===== src/rtl/fractal_sync_pkg.sv =====
// Shared types for the fractal-sync tree node.
//   err_code_e   : error classification reported on err_code_o alongside err_o
//   port_state_e : per-child-port request FSM state
//   N_PORTS      : number of child ports served by one node
package fractal_sync_pkg;

  localparam int N_PORTS = 2;

  typedef enum logic [1:0] {
    ERR_NONE = 2'd0,
    ERR_ID   = 2'd1,
    ERR_SIG  = 2'd2,
    ERR_LVL  = 2'd3
  } err_code_e;

  typedef enum logic {
    IDLE  = 1'b0,
    ISSUE = 1'b1
  } port_state_e;

endpackage


===== src/rtl/fractal_sync_mw_fifo.sv =====
// Two-write / one-read FIFO.
//   clk_i, rst_ni          : clock, async active-low reset (empties the queue)
//   wr0_en_i/wr0_data_i    : first write port, lands ahead of wr1 in the same cycle
//   wr1_en_i/wr1_data_i    : second write port
//   rd_valid_o/rd_ready_i  : read handshake, rd_data_o is the head entry
//   free_o                 : number of free slots this cycle (before any push/pop)
// Writers must not push more entries than free_o allows; a push and a pop in the
// same cycle on a full queue is fine because the head is read before it is reused.
module fractal_sync_mw_fifo #(
  parameter  int DEPTH = 4,
  parameter  int WIDTH = 2,
  localparam int PW    = (DEPTH > 1) ? $clog2(DEPTH) : 1,
  localparam int CW    = $clog2(DEPTH + 1)
) (
  input  logic             clk_i,
  input  logic             rst_ni,
  input  logic             wr0_en_i,
  input  logic [WIDTH-1:0] wr0_data_i,
  input  logic             wr1_en_i,
  input  logic [WIDTH-1:0] wr1_data_i,
  output logic             rd_valid_o,
  input  logic             rd_ready_i,
  output logic [WIDTH-1:0] rd_data_o,
  output logic [CW-1:0]    free_o
);

  logic [WIDTH-1:0] r_mem [DEPTH];
  logic [PW-1:0]    r_wptr;
  logic [PW-1:0]    r_rptr;
  logic [CW-1:0]    r_count;

  logic [PW-1:0]    w_wptr1;
  logic [PW-1:0]    w_wptr2;
  logic [PW-1:0]    w_wr1_idx;
  logic             w_pop;
  logic [CW-1:0]    w_n_wr;

  function automatic logic [PW-1:0] ptr_inc(input logic [PW-1:0] p);
    if (p == PW'(DEPTH - 1)) return '0;
    return p + 1'b1;
  endfunction

  assign rd_valid_o = (r_count != '0);
  assign rd_data_o  = r_mem[r_rptr];
  assign free_o     = CW'(DEPTH) - r_count;

  assign w_pop     = rd_valid_o && rd_ready_i;
  assign w_wptr1   = ptr_inc(r_wptr);
  assign w_wptr2   = ptr_inc(w_wptr1);
  // wr1 compacts into the tail slot when wr0 is idle.
  assign w_wr1_idx = wr0_en_i ? w_wptr1 : r_wptr;
  assign w_n_wr    = CW'(wr0_en_i) + CW'(wr1_en_i);

  always_ff @(posedge clk_i) begin
    if (wr0_en_i) r_mem[r_wptr]    <= wr0_data_i;
    if (wr1_en_i) r_mem[w_wr1_idx] <= wr1_data_i;
  end

  always_ff @(posedge clk_i or negedge rst_ni) begin
    if (!rst_ni) begin
      r_wptr  <= '0;
      r_rptr  <= '0;
      r_count <= '0;
    end else begin
      if (wr0_en_i && wr1_en_i)      r_wptr <= w_wptr2;
      else if (wr0_en_i || wr1_en_i) r_wptr <= w_wptr1;
      if (w_pop) r_rptr <= ptr_inc(r_rptr);
      r_count <= r_count + w_n_wr - CW'(w_pop);
    end
  end

endmodule


===== src/rtl/fractal_sync_1d_rf_master.sv =====
// Initiator side of the 1D sync RF check interface of one fractal-sync tree node.
//   clk_i, rst_ni                     : clock, async active-low reset
//   req_valid_i/req_ready_o, req_level_i, req_id_i : barrier requests from the child ports
//   level_o, id_o                     : staged request presented to the RF
//   check_local_o, check_remote_o     : one-cycle RF check strobes
//   present/bypass/ignore_{local,remote}_i, id_err_i, sig_err_i : RF result, same cycle as check
//   up_valid_o/up_ready_i, up_level_o, up_id_o      : completions toward the parent
//   dn_valid_i/dn_ready_o, dn_level_i, dn_id_i      : wakes arriving from the parent
//   wake_valid_o/wake_ready_i, wake_level_o, wake_id_o : wakes broadcast to the children
//   err_o, err_code_o                 : per-port error pulse and its code
//   dbg_issue_o                       : per-port FSM state (1 = ISSUE)
// All valid/ready channels: a beat transfers when valid && ready; the producer keeps
// valid and data stable until that happens.
module fractal_sync_1d_rf_master
  import fractal_sync_pkg::*;
#(
  parameter int NODE_LEVEL  = 0,
  parameter int LEVEL_WIDTH = 1,
  parameter int ID_WIDTH    = 1,
  parameter int FIFO_DEPTH  = 4
) (
  input  logic                                  clk_i,
  input  logic                                  rst_ni,
  input  logic [N_PORTS-1:0]                    req_valid_i,
  output logic [N_PORTS-1:0]                    req_ready_o,
  input  logic [N_PORTS-1:0][LEVEL_WIDTH-1:0]   req_level_i,
  input  logic [N_PORTS-1:0][ID_WIDTH-1:0]      req_id_i,
  output logic [N_PORTS-1:0][LEVEL_WIDTH-1:0]   level_o,
  output logic [N_PORTS-1:0][ID_WIDTH-1:0]      id_o,
  output logic [N_PORTS-1:0]                    check_local_o,
  output logic [N_PORTS-1:0]                    check_remote_o,
  input  logic [N_PORTS-1:0]                    present_local_i,
  input  logic [N_PORTS-1:0]                    present_remote_i,
  input  logic [N_PORTS-1:0]                    bypass_local_i,
  input  logic [N_PORTS-1:0]                    bypass_remote_i,
  input  logic [N_PORTS-1:0]                    ignore_local_i,
  input  logic [N_PORTS-1:0]                    ignore_remote_i,
  input  logic [N_PORTS-1:0]                    id_err_i,
  input  logic [N_PORTS-1:0]                    sig_err_i,
  output logic                                  up_valid_o,
  input  logic                                  up_ready_i,
  output logic [LEVEL_WIDTH-1:0]                up_level_o,
  output logic [ID_WIDTH-1:0]                   up_id_o,
  input  logic                                  dn_valid_i,
  output logic                                  dn_ready_o,
  input  logic [LEVEL_WIDTH-1:0]                dn_level_i,
  input  logic [ID_WIDTH-1:0]                   dn_id_i,
  output logic                                  wake_valid_o,
  input  logic                                  wake_ready_i,
  output logic [LEVEL_WIDTH-1:0]                wake_level_o,
  output logic [ID_WIDTH-1:0]                   wake_id_o,
  output logic [N_PORTS-1:0]                    err_o,
  output logic [N_PORTS-1:0][1:0]               err_code_o,
  output logic [N_PORTS-1:0]                    dbg_issue_o
);

  localparam int PLW = LEVEL_WIDTH + ID_WIDTH;
  localparam int CW  = $clog2(FIFO_DEPTH + 1);

  port_state_e                         r_state     [N_PORTS];
  port_state_e                         w_state_nxt [N_PORTS];
  logic [N_PORTS-1:0][LEVEL_WIDTH-1:0] r_level;
  logic [N_PORTS-1:0][ID_WIDTH-1:0]    r_id;

  logic [N_PORTS-1:0] w_lvl_low;
  logic [N_PORTS-1:0] w_is_local;
  logic [N_PORTS-1:0] w_hit;
  logic [N_PORTS-1:0] w_done;
  logic [N_PORTS-1:0] w_capture;
  logic [N_PORTS-1:0] w_push_local;
  logic [N_PORTS-1:0] w_push_remote;

  logic [CW-1:0]  w_up_free;
  logic [CW-1:0]  w_wake_free;
  logic           w_dn_acc;
  logic           w_wake_wr0;
  logic [PLW-1:0] w_wake_d0;
  logic [PLW-1:0] w_up_rd;
  logic [PLW-1:0] w_wake_rd;

  assign level_o    = r_level;
  assign id_o       = r_id;
  assign dn_ready_o = (w_wake_free != '0);
  assign w_dn_acc   = dn_valid_i && dn_ready_o;

  always_comb begin
    for (int p = 0; p < N_PORTS; p++) begin
      w_state_nxt[p]    = r_state[p];
      w_done[p]         = 1'b0;
      w_capture[p]      = 1'b0;
      w_push_local[p]   = 1'b0;
      w_push_remote[p]  = 1'b0;
      req_ready_o[p]    = 1'b0;
      check_local_o[p]  = 1'b0;
      check_remote_o[p] = 1'b0;
      err_o[p]          = 1'b0;
      err_code_o[p]     = ERR_NONE;
      dbg_issue_o[p]    = (r_state[p] == ISSUE);

      w_lvl_low[p]  = int'(r_level[p]) < NODE_LEVEL;
      w_is_local[p] = int'(r_level[p]) == NODE_LEVEL;
      w_hit[p]      = w_is_local[p]
                    ? ((present_local_i[p]  | bypass_local_i[p])  & ~ignore_local_i[p])
                    : ((present_remote_i[p] | bypass_remote_i[p]) & ~ignore_remote_i[p]);

      if (r_state[p] == IDLE) begin
        req_ready_o[p] = 1'b1;
      end else begin
        if (w_lvl_low[p]) begin
          err_o[p]      = 1'b1;
          err_code_o[p] = ERR_LVL;
          w_done[p]     = 1'b1;
        // Two free slots per issuer keep both ports safe when they hit the same
        // queue in one cycle; a local issue also yields to an accepted dn beat.
        end else if (w_is_local[p]) begin
          if ((w_wake_free >= CW'(2)) && !w_dn_acc) begin
            check_local_o[p] = 1'b1;
            w_done[p]        = 1'b1;
          end
        end else if (w_up_free >= CW'(2)) begin
          check_remote_o[p] = 1'b1;
          w_done[p]         = 1'b1;
        end

        if (check_local_o[p] || check_remote_o[p]) begin
          if (id_err_i[p]) begin
            err_o[p]      = 1'b1;
            err_code_o[p] = ERR_ID;
          end else if (sig_err_i[p]) begin
            err_o[p]      = 1'b1;
            err_code_o[p] = ERR_SIG;
          end else if (w_hit[p]) begin
            w_push_local[p]  = w_is_local[p];
            w_push_remote[p] = ~w_is_local[p];
          end
        end
        req_ready_o[p] = w_done[p];
      end

      if (req_ready_o[p] && req_valid_i[p]) begin
        w_capture[p]   = 1'b1;
        w_state_nxt[p] = ISSUE;
      end else if (w_done[p]) begin
        w_state_nxt[p] = IDLE;
      end
    end
  end

  always_ff @(posedge clk_i or negedge rst_ni) begin
    if (!rst_ni) begin
      for (int p = 0; p < N_PORTS; p++) r_state[p] <= IDLE;
      r_level <= '0;
      r_id    <= '0;
    end else begin
      for (int p = 0; p < N_PORTS; p++) begin
        r_state[p] <= w_state_nxt[p];
        if (w_capture[p]) begin
          r_level[p] <= req_level_i[p];
          r_id[p]    <= req_id_i[p];
        end
      end
    end
  end

  // The dn beat takes write slot 0; it never coincides with a local push from either port.
  assign w_wake_wr0 = w_dn_acc | w_push_local[0];
  assign w_wake_d0  = w_dn_acc ? {dn_level_i, dn_id_i} : {r_level[0], r_id[0]};

  fractal_sync_mw_fifo #(
    .DEPTH (FIFO_DEPTH),
    .WIDTH (PLW)
  ) u_up_fifo (
    .clk_i      (clk_i),
    .rst_ni     (rst_ni),
    .wr0_en_i   (w_push_remote[0]),
    .wr0_data_i ({r_level[0], r_id[0]}),
    .wr1_en_i   (w_push_remote[1]),
    .wr1_data_i ({r_level[1], r_id[1]}),
    .rd_valid_o (up_valid_o),
    .rd_ready_i (up_ready_i),
    .rd_data_o  (w_up_rd),
    .free_o     (w_up_free)
  );

  fractal_sync_mw_fifo #(
    .DEPTH (FIFO_DEPTH),
    .WIDTH (PLW)
  ) u_wake_fifo (
    .clk_i      (clk_i),
    .rst_ni     (rst_ni),
    .wr0_en_i   (w_wake_wr0),
    .wr0_data_i (w_wake_d0),
    .wr1_en_i   (w_push_local[1]),
    .wr1_data_i ({r_level[1], r_id[1]}),
    .rd_valid_o (wake_valid_o),
    .rd_ready_i (wake_ready_i),
    .rd_data_o  (w_wake_rd),
    .free_o     (w_wake_free)
  );

  assign {up_level_o, up_id_o}     = w_up_rd;
  assign {wake_level_o, wake_id_o} = w_wake_rd;

endmodule

===== config.mk =====
export PLATFORM = sky130hd
export DESIGN_NAME = fractal_sync_1d_rf_master
export DESIGN_NICKNAME = d
export VERILOG_FILES = /design/src/rtl/fractal_sync_pkg.sv /design/src/rtl/fractal_sync_mw_fifo.sv /design/src/rtl/fractal_sync_1d_rf_master.sv
export SDC_FILE = /design/constraint.sdc
export NUM_CORES = 1
export LEC_CHECK = 0
export CORE_MARGIN = 3
export CORE_UTILIZATION = 47
export DETAILED_ROUTE_END_ITERATION = 7
export HOLD_SLACK_MARGIN = 0.15
export PLACE_DENSITY = 0.75
export SLEW_MARGIN = 0
export SYNTH_ARGS = -nofsm -noshare
export SYNTH_HDL_FRONTEND = slang
export SYNTH_SLANG_ARGS = --single-unit

===== constraint.sdc =====
create_clock -name clk_i -period 4.38 [get_ports clk_i]
set_input_delay 1.095 -clock clk_i [delete_from_list [all_inputs] [get_ports clk_i]]
set_output_delay 1.095 -clock clk_i [all_outputs]
set_load 0.02 [all_outputs]

==> impl_metrics.csv, run 1 <==
group,metric,value,unit
floorplanning,chipHeight,79.75,um
sta,rsz0062_at_grt,"false",
grt,grt_max_degree,21,
sta,skew,0.004530,ns
place,io_buffer_count,53,
synth,seq_area_frac_synth,0.3837,
grt,busiest_layer,"met2",
critical_path,crit_fanout,12,
detailed_routing,num_vias,1922,
floorplanning,rows,26,
place,globalplace.congestion,0.9058,
clocking,cts_setup_buffers,0,
floorplanning,initial_core_util,0.4942,
detailed_routing,dr.pass1.iters,4,
pwr,p_total,2323,uW
synth,synth_top_area_frac,0.1958,
final_layout,mostFrequentLayoutCells,"clkdlybuf4s50_1 (53), ha_1 (27), inv_1 (26)",
detailed_routing,routed_wl,5435,um
clocking,htreeDepth,2,
clocking,cts.sinks,36,
pwr,peakVddDrop,0.4161,mV
clocking,clock_path_buffers,2,
detailed_routing,routed_via_density,5.167,
clocking,clk_latency,0.29,ns
synth,ys.flop_type,"dfrtp_1",
detailed_routing,drtIter0Drc,46,
synth,syn_avg_cell_area,10.52,um2
grt,grt_overflow,0,
synth,syn_nets,301,
place,dp_cells,364,
pwr,p_leak,0.001377,uW
grt,first_global_vias,1965,
floorplanning,io_pins,54,
clocking,path_clk_slew,0.07,ns
sta,worst_slew_pin_slew,0.9549,ns
synth,ys_types,43,
grt,grt_use_met2,0.3080,
sta,slew_headroom,0.3614,
sta,hold_viol_final,0,
sta,setup-tns-final,0,ns
final_layout,mostFrequentLayoutCell,"clkdlybuf4s50_1",
grt,grt_pass1_wl,9121,um
final_layout,num-fill-cells,435,
final_layout,fin_nets,359,
final_layout,stdcell_count,372,
sta,fmax,239.0,MHz
sta,drv_slew,0,
grt,met1_usage,0.2455,
clocking,cts_made_buffers,5,
synth,ys_warn_count,0,
synth,synth_edf_count,16,
pwr,p_per_area,707.5,nW/um2
synth,async_reset_ff_frac,0.5556,
synth,ys_ff_latch,36,
clocking,cts_tree,"built",
final_layout,antennaDiodeCount,0,
sta,finalCritPeriodShare,0.9552,
critical_path,required,3.28,ns
job,cap_viol_max_count,0,
hold_path,worstHoldPathType,"reg2reg",
synth,synth_cells,243,
critical_path,critPathArrivalTime,3.09,ns
final_layout,drive_above_1_share,0.1026,
detailed_routing,drc,0,
clocking,cts_hold_buffers,0,
final_layout,area_growth_syn_to_layout,28.44,%
clocking,post_cts_resize_count,0,
synth,synthesis.area,2556,um2
critical_path,criticalPathCategory,"in2out",
critical_path,crit_path_end_kind,"output pin",
detailed_routing,drtAntennaViolNets,0,
grt,antenna_found_initial,0,
detailed_routing,wl_per_cell,14.61,um
floorplanning,coreArea,5172,um2
sta,setup_violations,0,
grt,grtUsageTotal,0.1863,
sta,layout_min_cycle_time,4.184,ns
critical_path,start_kind,"primary input",
outcome,status,"finished, final reports clean",
synth,synth_area_leaders,"dfrtp_1 (20%), edfxtp_1 (19%), ha_1 (13%), mux2_1 (5.7%), inv_1 (3.8%)",
floorplanning,dieWidth,79.75,um
grt,use_met3,0.03160,
place,place_hpwl,4293,um
floorplanning,dieArea,6359,um2
clocking,cts-root-buf,"clkbuf_8",
synth,synth_top_area_cell,"dfrtp_1",
## routing by layer
metal / wire length [um] / vias up
met5: 0 / -
li1: - / 962
met3: 282 / 6
met2: 2556 / 57
met4: 86 / 0
met1: 2510 / 897
## layout make-up
| cell class | instances | area, um2 | area share |
|---|---|---|---|
| flip-flops and latches | 36 | 980.9 | 0.2988 |
| multi-input cells | 173 | 1434 | 0.4367 |
| clock buffers | 5 | 68.82 | 0.02096 |
| repair buffers | 58 | 568.0 | 0.1730 |
| inverters | 27 | 101.3 | 0.03087 |
| well taps | 70 | 87.58 | 0.02668 |
| clock inverters | 3 | 42.54 | 0.01296 |
## where the power goes
group / internal, uW / switching (uW) / total [uW]
logic: 659 / 707 / 1370
registers: 513 / 151 / 664
clock network: 168 / 124 / 293
total: 1340 / 982 / 2320
## per-stage QoR
step / utilization / area [um2] / hold slack (ns) / worst slack, ns
after floorplan: - / 2556 / 0.5312 / 0.7729
after global placement: 0.6132 / 3172 / 0.5719 / 0.2352
after detailed placement: 0.6132 / 3172 / 0.5863 / 0.2207
after CTS: 0.6347 / 3283 / 0.6028 / 0.1869
after global routing: 0.6347 / 3283 / 0.6281 / 0.08531
final: 0.6347 / 3283 / 0.5940 / 0.1963
## path summary, 6_finish.rpt
kind,from,to,slack [ns],depth (start not counted)
setup / recovery,dn_valid_i,err_code_o[3],0.20,8
hold / removal,u_wake_fifo.r_count[2],u_wake_fifo.r_count[2],0.59,2
setup reg to reg,u_up_fifo.r_count[1],u_up_fifo.r_count[2],1.14,13
hold reg to reg,u_wake_fifo.r_count[2],u_wake_fifo.r_count[2],0.59,2
max in group asynchronous,rst_ni,u_wake_fifo.r_count[0],2.46,1
min in group asynchronous,rst_ni,u_up_fifo.r_wptr[0],1.33,1
## critical path: stages
cell,delay (ns)
clkdlybuf4s50_1,0.40
a21boi_2,0.20
nor3_1,0.19
buf_4,0.20
a21o_1,0.11
nand2_1,0.07
nor3b_1,0.18
clkdlybuf4s50_1,0.63
## Yosys cell counts, types with 2 or more instances
cell type,number
xnor2_1,3
mux2_2,5
nand2b_1,6
mux2_1,13
mux2i_1,9
nor2_1,19
ha_1,27
mux4_2,4
o21ai_0,3
clkbuf_1,3
a31oi_1,4
inv_1,26
nand4b_1,2
fa_1,2
nor3_1,4
o21ai_1,3
or3_1,2
nand4_1,5
nor3b_1,4
and2_1,8
nor2b_1,3
nand2_1,14
a21o_1,2
dfrtp_1,20
and3_1,4
nor3_2,3
xor2_1,3
buf_2,2
edfxtp_1,16
nand3b_1,2
nand3_1,5
a21oi_1,6
## cell families (layout without fill, tap and decap cells)
| logic type | after synthesis | in the layout | synth area share |
|---|---|---|---|
| xor+xnor | 6 | 6 | 0.02056 |
| fa+ha+maj | 29 | 29 | 0.1478 |
| flops | 36 | 36 | 0.3837 |
| compound gates | 20 | 20 | 0.04845 |
| mux | 31 | 31 | 0.1498 |
| simple gates | 87 | 87 | 0.1943 |
| buf+inv | 34 | 93 | 0.05531 |
## registers in the layout (all words and copies together), names as in the netlist, 3 cells and up
register,cells
u_wake_fifo.r_count,3
u_up_fifo.r_mem,8
u_up_fifo.r_count,3
u_wake_fifo.r_mem,8
No activity file was read; power rests on OpenSTA's default activity.
==> run 2, diff against run 1 <==
CELL_PAD_IN_SITES_DETAIL_PLACEMENT = 0   (was unset)
CELL_PAD_IN_SITES_GLOBAL_PLACEMENT = 1   (was unset)
CORE_UTILIZATION = 40   (was 47)
PLACE_DENSITY = unset   (was 0.75)
PLACE_DENSITY_LB_ADDON = 0.1   (was unset)
==> run 2 against run 1 <==
  * Total power down 1.0%
  * Non-clock buffer count unchanged
  * Combinational power is essentially flat
  * Routed wire length down 0.94%
  * Clock power about the same
  * Count of clock-buffer cells in the layout unchanged
  * Final area is 0.19% higher
  * Setup slack improved by 0.10 ns
  * Fmax grew 2.5%
  * Register-to-register slack better by 0.11 ns
  * Via count fell by 2.2%
  * Critical endpoint unchanged
==> impl_metrics.csv, run 2 (synthesis results as in run 1) <==
group,metric,value,unit
outcome,status,"finished, final reports clean",
job,cap_viol_max_count,0,
clocking,path_clk_slew,0.08,ns
place,globalplace.congestion,0.8031,
sta,fmax,245.0,MHz
detailed_routing,routed_via_density,4.987,
pwr,peakVddDrop,0.3557,mV
place,io_buffer_count,53,
final_layout,drive_above_1_share,0.1026,
sta,layout_min_cycle_time,4.081,ns
grt,grt_pass1_wl,9239,um
place,place_hpwl,4184,um
detailed_routing,dr.pass1.iters,4,
clocking,cts_setup_buffers,0,
clocking,htreeDepth,2,
hold_path,hold_path.startpoint,"u_wake_fifo.r_count[2]",
floorplanning,rows,28,
critical_path,critPathArrivalTime,2.99,ns
detailed_routing,drtIter0Drc,68,
detailed_routing,wl_per_cell,14.28,um
place,dp_cells,369,
detailed_routing,drc,0,
sta,skew,0.004190,ns
grt,antenna_found_initial,0,
floorplanning,dieArea,7386,um2
critical_path,rrSetupSlack,1.25,ns
clocking,clock_path_buffers,2,
hold_path,min_path_cells,2,
detailed_routing,drtAntennaViolNets,0,
critical_path,crit_path_end_kind,"output pin",
grt,first_global_vias,1845,
detailed_routing,num_vias,1880,
final_layout,antennaDiodeCount,0,
floorplanning,initial_core_util,0.4218,
clocking,cts_tree,"built",
hold_path,min_to,"u_wake_fifo.r_count[2]",
clocking,cts-root-buf,"clkbuf_8",
grt,grt_overflow,0,
floorplanning,io_pins,54,
clocking,cts_made_buffers,5,
floorplanning,dieWidth,85.94,um
sta,drv_slew,0,
critical_path,reg2reg_depth,14,
critical_path,required,3.28,ns
floorplanning,coreArea,6061,um2
sta,setup_violations,0,
pwr,p_per_area,698.7,nW/um2
final_layout,mostFrequentLayoutCell,"clkdlybuf4s50_1",
critical_path,reg2reg_from,"u_up_fifo.r_count[1]",
clocking,post_cts_resize_count,0,
sta,slew_headroom,0.3803,
final_layout,area_growth_syn_to_layout,28.68,%
floorplanning,chipHeight,85.94,um
critical_path,rr_endpoint,"u_up_fifo.r_count[2]",
sta,rsz0062_at_grt,"false",
critical_path,start_kind,"primary input",
sta,hold_viol_final,0,
final_layout,stdcell_count,377,
grt,grtUsageTotal,0.1597,
final_layout,mostFrequentLayoutCells,"clkdlybuf4s50_1 (53), ha_1 (27), inv_1 (26)",
clocking,cts.sinks,36,
final_layout,seq_area,980.9,um2
critical_path,crit_fanout,3,
final_layout,num-fill-cells,553,
final_layout,fin_nets,359,
final_layout,multi_input_area,1434,um2
sta,finalCritPeriodShare,0.9317,
grt,grt_max_degree,21,
pwr,p_total,2298,uW
clocking,cts_hold_buffers,0,
hold_path,worstHoldPathType,"reg2reg",
pwr,p_leak,0.001377,uW
clocking,clk_latency,0.29,ns
sta,setup-tns-final,0,ns
critical_path,criticalPathCategory,"in2out",
detailed_routing,routed_wl,5384,um
final_layout,top_regs,"u_up_fifo.r_mem (8), u_wake_fifo.r_mem (8)",
sta,worst_slew_pin_slew,0.9267,ns
-- run 2: routing by layer --
| layer | part of all wire | track usage | vias to the layer above |
|---|---|---|---|
| met5 | 0 | 0 | - |
| met4 | 0.013 | 0.04748 | 0 |
| met3 | 0.076 | 0.03458 | 7 |
| met2 | 0.41 | 0.2278 | 60 |
| met1 | 0.50 | 0.2402 | 854 |
| li1 | - | - | 959 |
-- run 2: final cells by class --
class,count,share of cell area
sequential,36,0.2982
clock inverter,3,0.01293
inverter,27,0.03081
clock buffer,5,0.02092
tap,75,0.02853
timing repair buffer,58,0.1727
multi-input combinational,173,0.4359
-- run 2: stage by stage --
stage / hold slack, ns / cell area, um2 / setup WS, ns / utilization
5_1_grt: 0.6113 / 3289 / 0.1159 / 0.5427
4_1_cts: 0.6000 / 3289 / 0.2751 / 0.5427
2_1_floorplan: 0.5312 / 2556 / 0.7729 / -
6_report: 0.5972 / 3289 / 0.2991 / 0.5427
3_3_place_gp: 0.5672 / 3178 / 0.3046 / 0.5244
3_5_place_dp: 0.5787 / 3178 / 0.3015 / 0.5244
-- run 2: worst max-delay path by stage --
stage,start,to,slack [ns]
after detailed placement,dn_valid_i,err_code_o[3],0.30
after global placement,dn_valid_i,err_code_o[3],0.30
after floorplan,dn_valid_i,err_code_o[3],0.77
final,dn_valid_i,err_code_o[3],0.30
after CTS,dn_valid_i,err_code_o[3],0.28
after global routing,dn_valid_i,err_code_o[3],0.12
-- run 2: critical path, cell delays in order --
cell and delay (ns):
clkdlybuf4s50_1 0.40, a21boi_2 0.19, nor3_1 0.27, a21o_1 0.14, nand2_1 0.07, nor3b_1 0.19
clkdlybuf4s50_1 0.63
-- run 2: where the power goes --
part	internal, uW	switching [uW]
Sequential	513	151
Clock	168	124
Combinational	651	691
==> run 3, diff against run 2 <==
ABC_AREA = 1   (was unset)
CORE_UTILIZATION = 39   (was 40)
GPL_ROUTABILITY_DRIVEN = 0   (was unset)
==> run 3 against run 2 <==
  * Clock skew is essentially flat
  * Utilization decreased by 1.9 points
  * First-iteration DRC count up 4.4%
  * Worst hold slack worse by 0.010 ns
  * Sequential power is 5.4% lower
  * Flip-flop and latch count is the same
  * Global-route usage is 0.11 points higher
  * Area after synthesis up 4.0%
  * Non-clock buffer count down 5
==> impl_metrics.csv, run 3 <==
group,metric,value,unit
critical_path,criticalPathCategory,"in2out",
sta,rsz0062_at_grt,"false",
synth,synth_area_leaders,"dfrtp_1 (19%), edfxtp_1 (18%), ha_1 (13%), nand2_1 (8.6%), inv_1 (7.1%)",
detailed_routing,drc,0,
hold_path,min_path_cells,2,
floorplanning,dieWidth,88.55,um
pwr,power.share.switching,0.4674,
place,place_hpwl,4594,um
critical_path,cpPeakStageDelay,0.63,ns
floorplanning,io_pins,54,
final_layout,fin_nets,425,
final_layout,seq_area,980.9,um2
grt,grtUsageTotal,0.1607,
grt,grt_overflow,0,
synth,ys.flop_type,"dfrtp_1",
clocking,cts.sinks,36,
synth,seq_area_frac_synth,0.3691,
synth,synthTopCellsByCount,"nand2_1 (61), inv_1 (50), nor2_1 (29)",
synth,syn_nets,366,
place,io_buffer_count,53,
synth,syn_avg_cell_area,8.628,um2
synth,synth_edf_count,16,
detailed_routing,wl_per_cell,12.62,um
critical_path,reg2reg_from,"u_wake_fifo.r_count[1]",
grt,first_global_vias,2121,
critical_path,reg2reg_depth,17,
synth,ys_types,32,
pwr,peakVddDrop,0.3681,mV
synth,synthesis.area,2658,um2
pwr,power.internal,1261,uW
critical_path,rrSetupSlack,1.20,ns
final_layout,multi_input_area,1453,um2
final_layout,top_regs,"u_up_fifo.r_mem (8), u_wake_fifo.r_mem (8)",
sta,hold_viol_final,0,
pwr,power.share.clock,0.124,
critical_path,crit_fanout,9,
final_layout,finish.utilization,0.5234,
synth,ys_warn_count,0,
detailed_routing,drtAntennaViolNets,0,
outcome,status,"finished, final reports clean",
critical_path,required,3.28,ns
sta,slew_headroom,0.2947,
synth,ys_ff_latch,36,
job,cap_viol_max_count,0,
pwr,p_comb_frac,0.611,
clocking,cts_made_buffers,5,
final_layout,mostFrequentLayoutCells,"nand2_1 (61), clkdlybuf4s50_1 (53), inv_1 (50)",
grt,grt_pass1_wl,9777,um
sta,worst_slew_pin_slew,1.055,ns
floorplanning,dieArea,7841,um2
floorplanning,chipHeight,88.55,um
critical_path,rr_endpoint,"u_up_fifo.r_count[2]",
synth,synth_cells,308,
clocking,cts_tree,"built",
floorplanning,initial_core_util,0.4115,
sta,setup_violations,0,
pwr,switching_power,1107,uW
clocking,path_clk_slew,0.07,ns
final_layout,stdcell_count,445,
synth,synth_top_area_frac,0.1883,
clocking,cts-root-buf,"clkbuf_8",
final_layout,antennaDiodeCount,0,
pwr,p_per_area,700.2,nW/um2
pwr,p_leak,0.001649,uW
place,dp_cells,437,
hold_path,hold_path.startpoint,"u_up_fifo.r_wptr[1]",
hold_path,min_to,"u_up_fifo.r_wptr[1]",
sta,drv_slew,0,
critical_path,slowest_stage,"clkdlybuf4s50_1",
floorplanning,rows,29,
detailed_routing,routed_wl,5618,um
clocking,cts_setup_buffers,0,
critical_path,crit_top_cell,"nand2_4",
critical_path,start_kind,"primary input",
synth,synth.most_common_cell,"nand2_1",
detailed_routing,num_vias,2096,
critical_path,path_cells,"clkdlybuf4s50_1 > nand2_4 > nand2_4 > inv_2 > nand3_2 > nand2_4 > inv_1 > nor2_1 > clkdlybuf4s50_1",
clocking,clock_path_buffers,2,
grt,grt_max_degree,21,
clocking,htreeDepth,2,
critical_path,critPathArrivalTime,2.87,ns
final_layout,mostFrequentLayoutCell,"nand2_1",
detailed_routing,routed_via_density,4.710,
synth,synth_top_area_cell,"dfrtp_1",
critical_path,crit_path_end_kind,"output pin",
grt,antenna_found_initial,0,
clocking,cts_hold_buffers,0,
sta,layout_min_cycle_time,3.967,ns
detailed_routing,dr.pass1.iters,4,
sta,finalCritPeriodShare,0.9058,
sta,skew,0.003707,ns
pwr,pwr-share-seq,0.265,
detailed_routing,drtIter0Drc,71,
final_layout,drive_above_1_share,0.1332,
hold_path,worstHoldPathType,"reg2reg",
sta,fmax,252.1,MHz
clocking,post_cts_resize_count,0,
synth,async_reset_ff_frac,0.5556,
sta,setup-tns-final,0,ns
floorplanning,coreArea,6459,um2
clocking,clk_latency,0.28,ns
final_layout,area_growth_syn_to_layout,27.21,%
final_layout,num-fill-cells,645,
## run 3: power groups by stage
stage	Clock [uW]	Sequential [uW]	Combinational [uW]
5_1_grt	316	654	1640
3_5_place_dp	0	636	1460
3_3_place_gp	0	635	1450
4_1_cts	299	630	1470
2_1_floorplan	0	626	996
6_report	293	628	1450
## run 3: worst max-delay path by stage
| stage | start | to | slack (ns) | cells past startpoint |
|---|---|---|---|---|
| 2_1_floorplan | sig_err_i[1] | u_up_fifo.r_count[2] | 1.30 | 11 |
| 3_3_place_gp | dn_valid_i | err_o[0] | 0.43 | 9 |
| 3_5_place_dp | dn_valid_i | err_o[0] | 0.42 | 9 |
| 4_1_cts | dn_valid_i | err_o[0] | 0.40 | 9 |
| 5_1_grt | dn_valid_i | err_code_o[1] | 0.28 | 9 |
| 6_report | dn_valid_i | err_o[0] | 0.41 | 9 |
## run 3: per-stage QoR
step	instance area, um2	hold WS [ns]	total power [uW]	worst slack, ns
6_report	3381	0.5871	2367	0.4127
5_1_grt	3381	0.6247	2610	0.2805
4_1_cts	3381	0.5859	2397	0.3983
3_5_place_dp	3273	0.5638	2094	0.4237
3_3_place_gp	3273	0.5582	2085	0.4260
2_1_floorplan	2658	0.5150	1622	1.295
## run 3: worst max-delay path: cells and delay by family
kind	cells	cell delay, ns
buffers and inverters	4	1.22
AND/OR/NAND/NOR	5	0.55
## run 3: final cells by class
type                            instances  share of cell area
Tap cell                               77             0.02850
Timing Repair Buffer                   53              0.1569
Clock inverter                          2             0.01036
Sequential cell                        36              0.2902
Multi-Input combinational cell        218              0.4297
Inverter                               53             0.06292
Clock buffer                            6             0.02147
## run 3: cells by family after synthesis
group | count (synthesis) | share of synthesized area
fa+ha+maj | 29 | 0.1422
mux | 2 | 0.008474
simple gates | 152 | 0.3145
xor+xnor | 6 | 0.01978
compound gates | 29 | 0.06167
flops | 36 | 0.3691
buf+inv | 54 | 0.08428
## run 3: per-layer routing
metal  GRT usage  routed length (um)  up-vias
met3     0.04842                 338        2
met4     0.03846                  31        0
met1      0.2120                2736      937
met2      0.2597                2511       49
met5           0                   0        -
li1            -                   -     1108
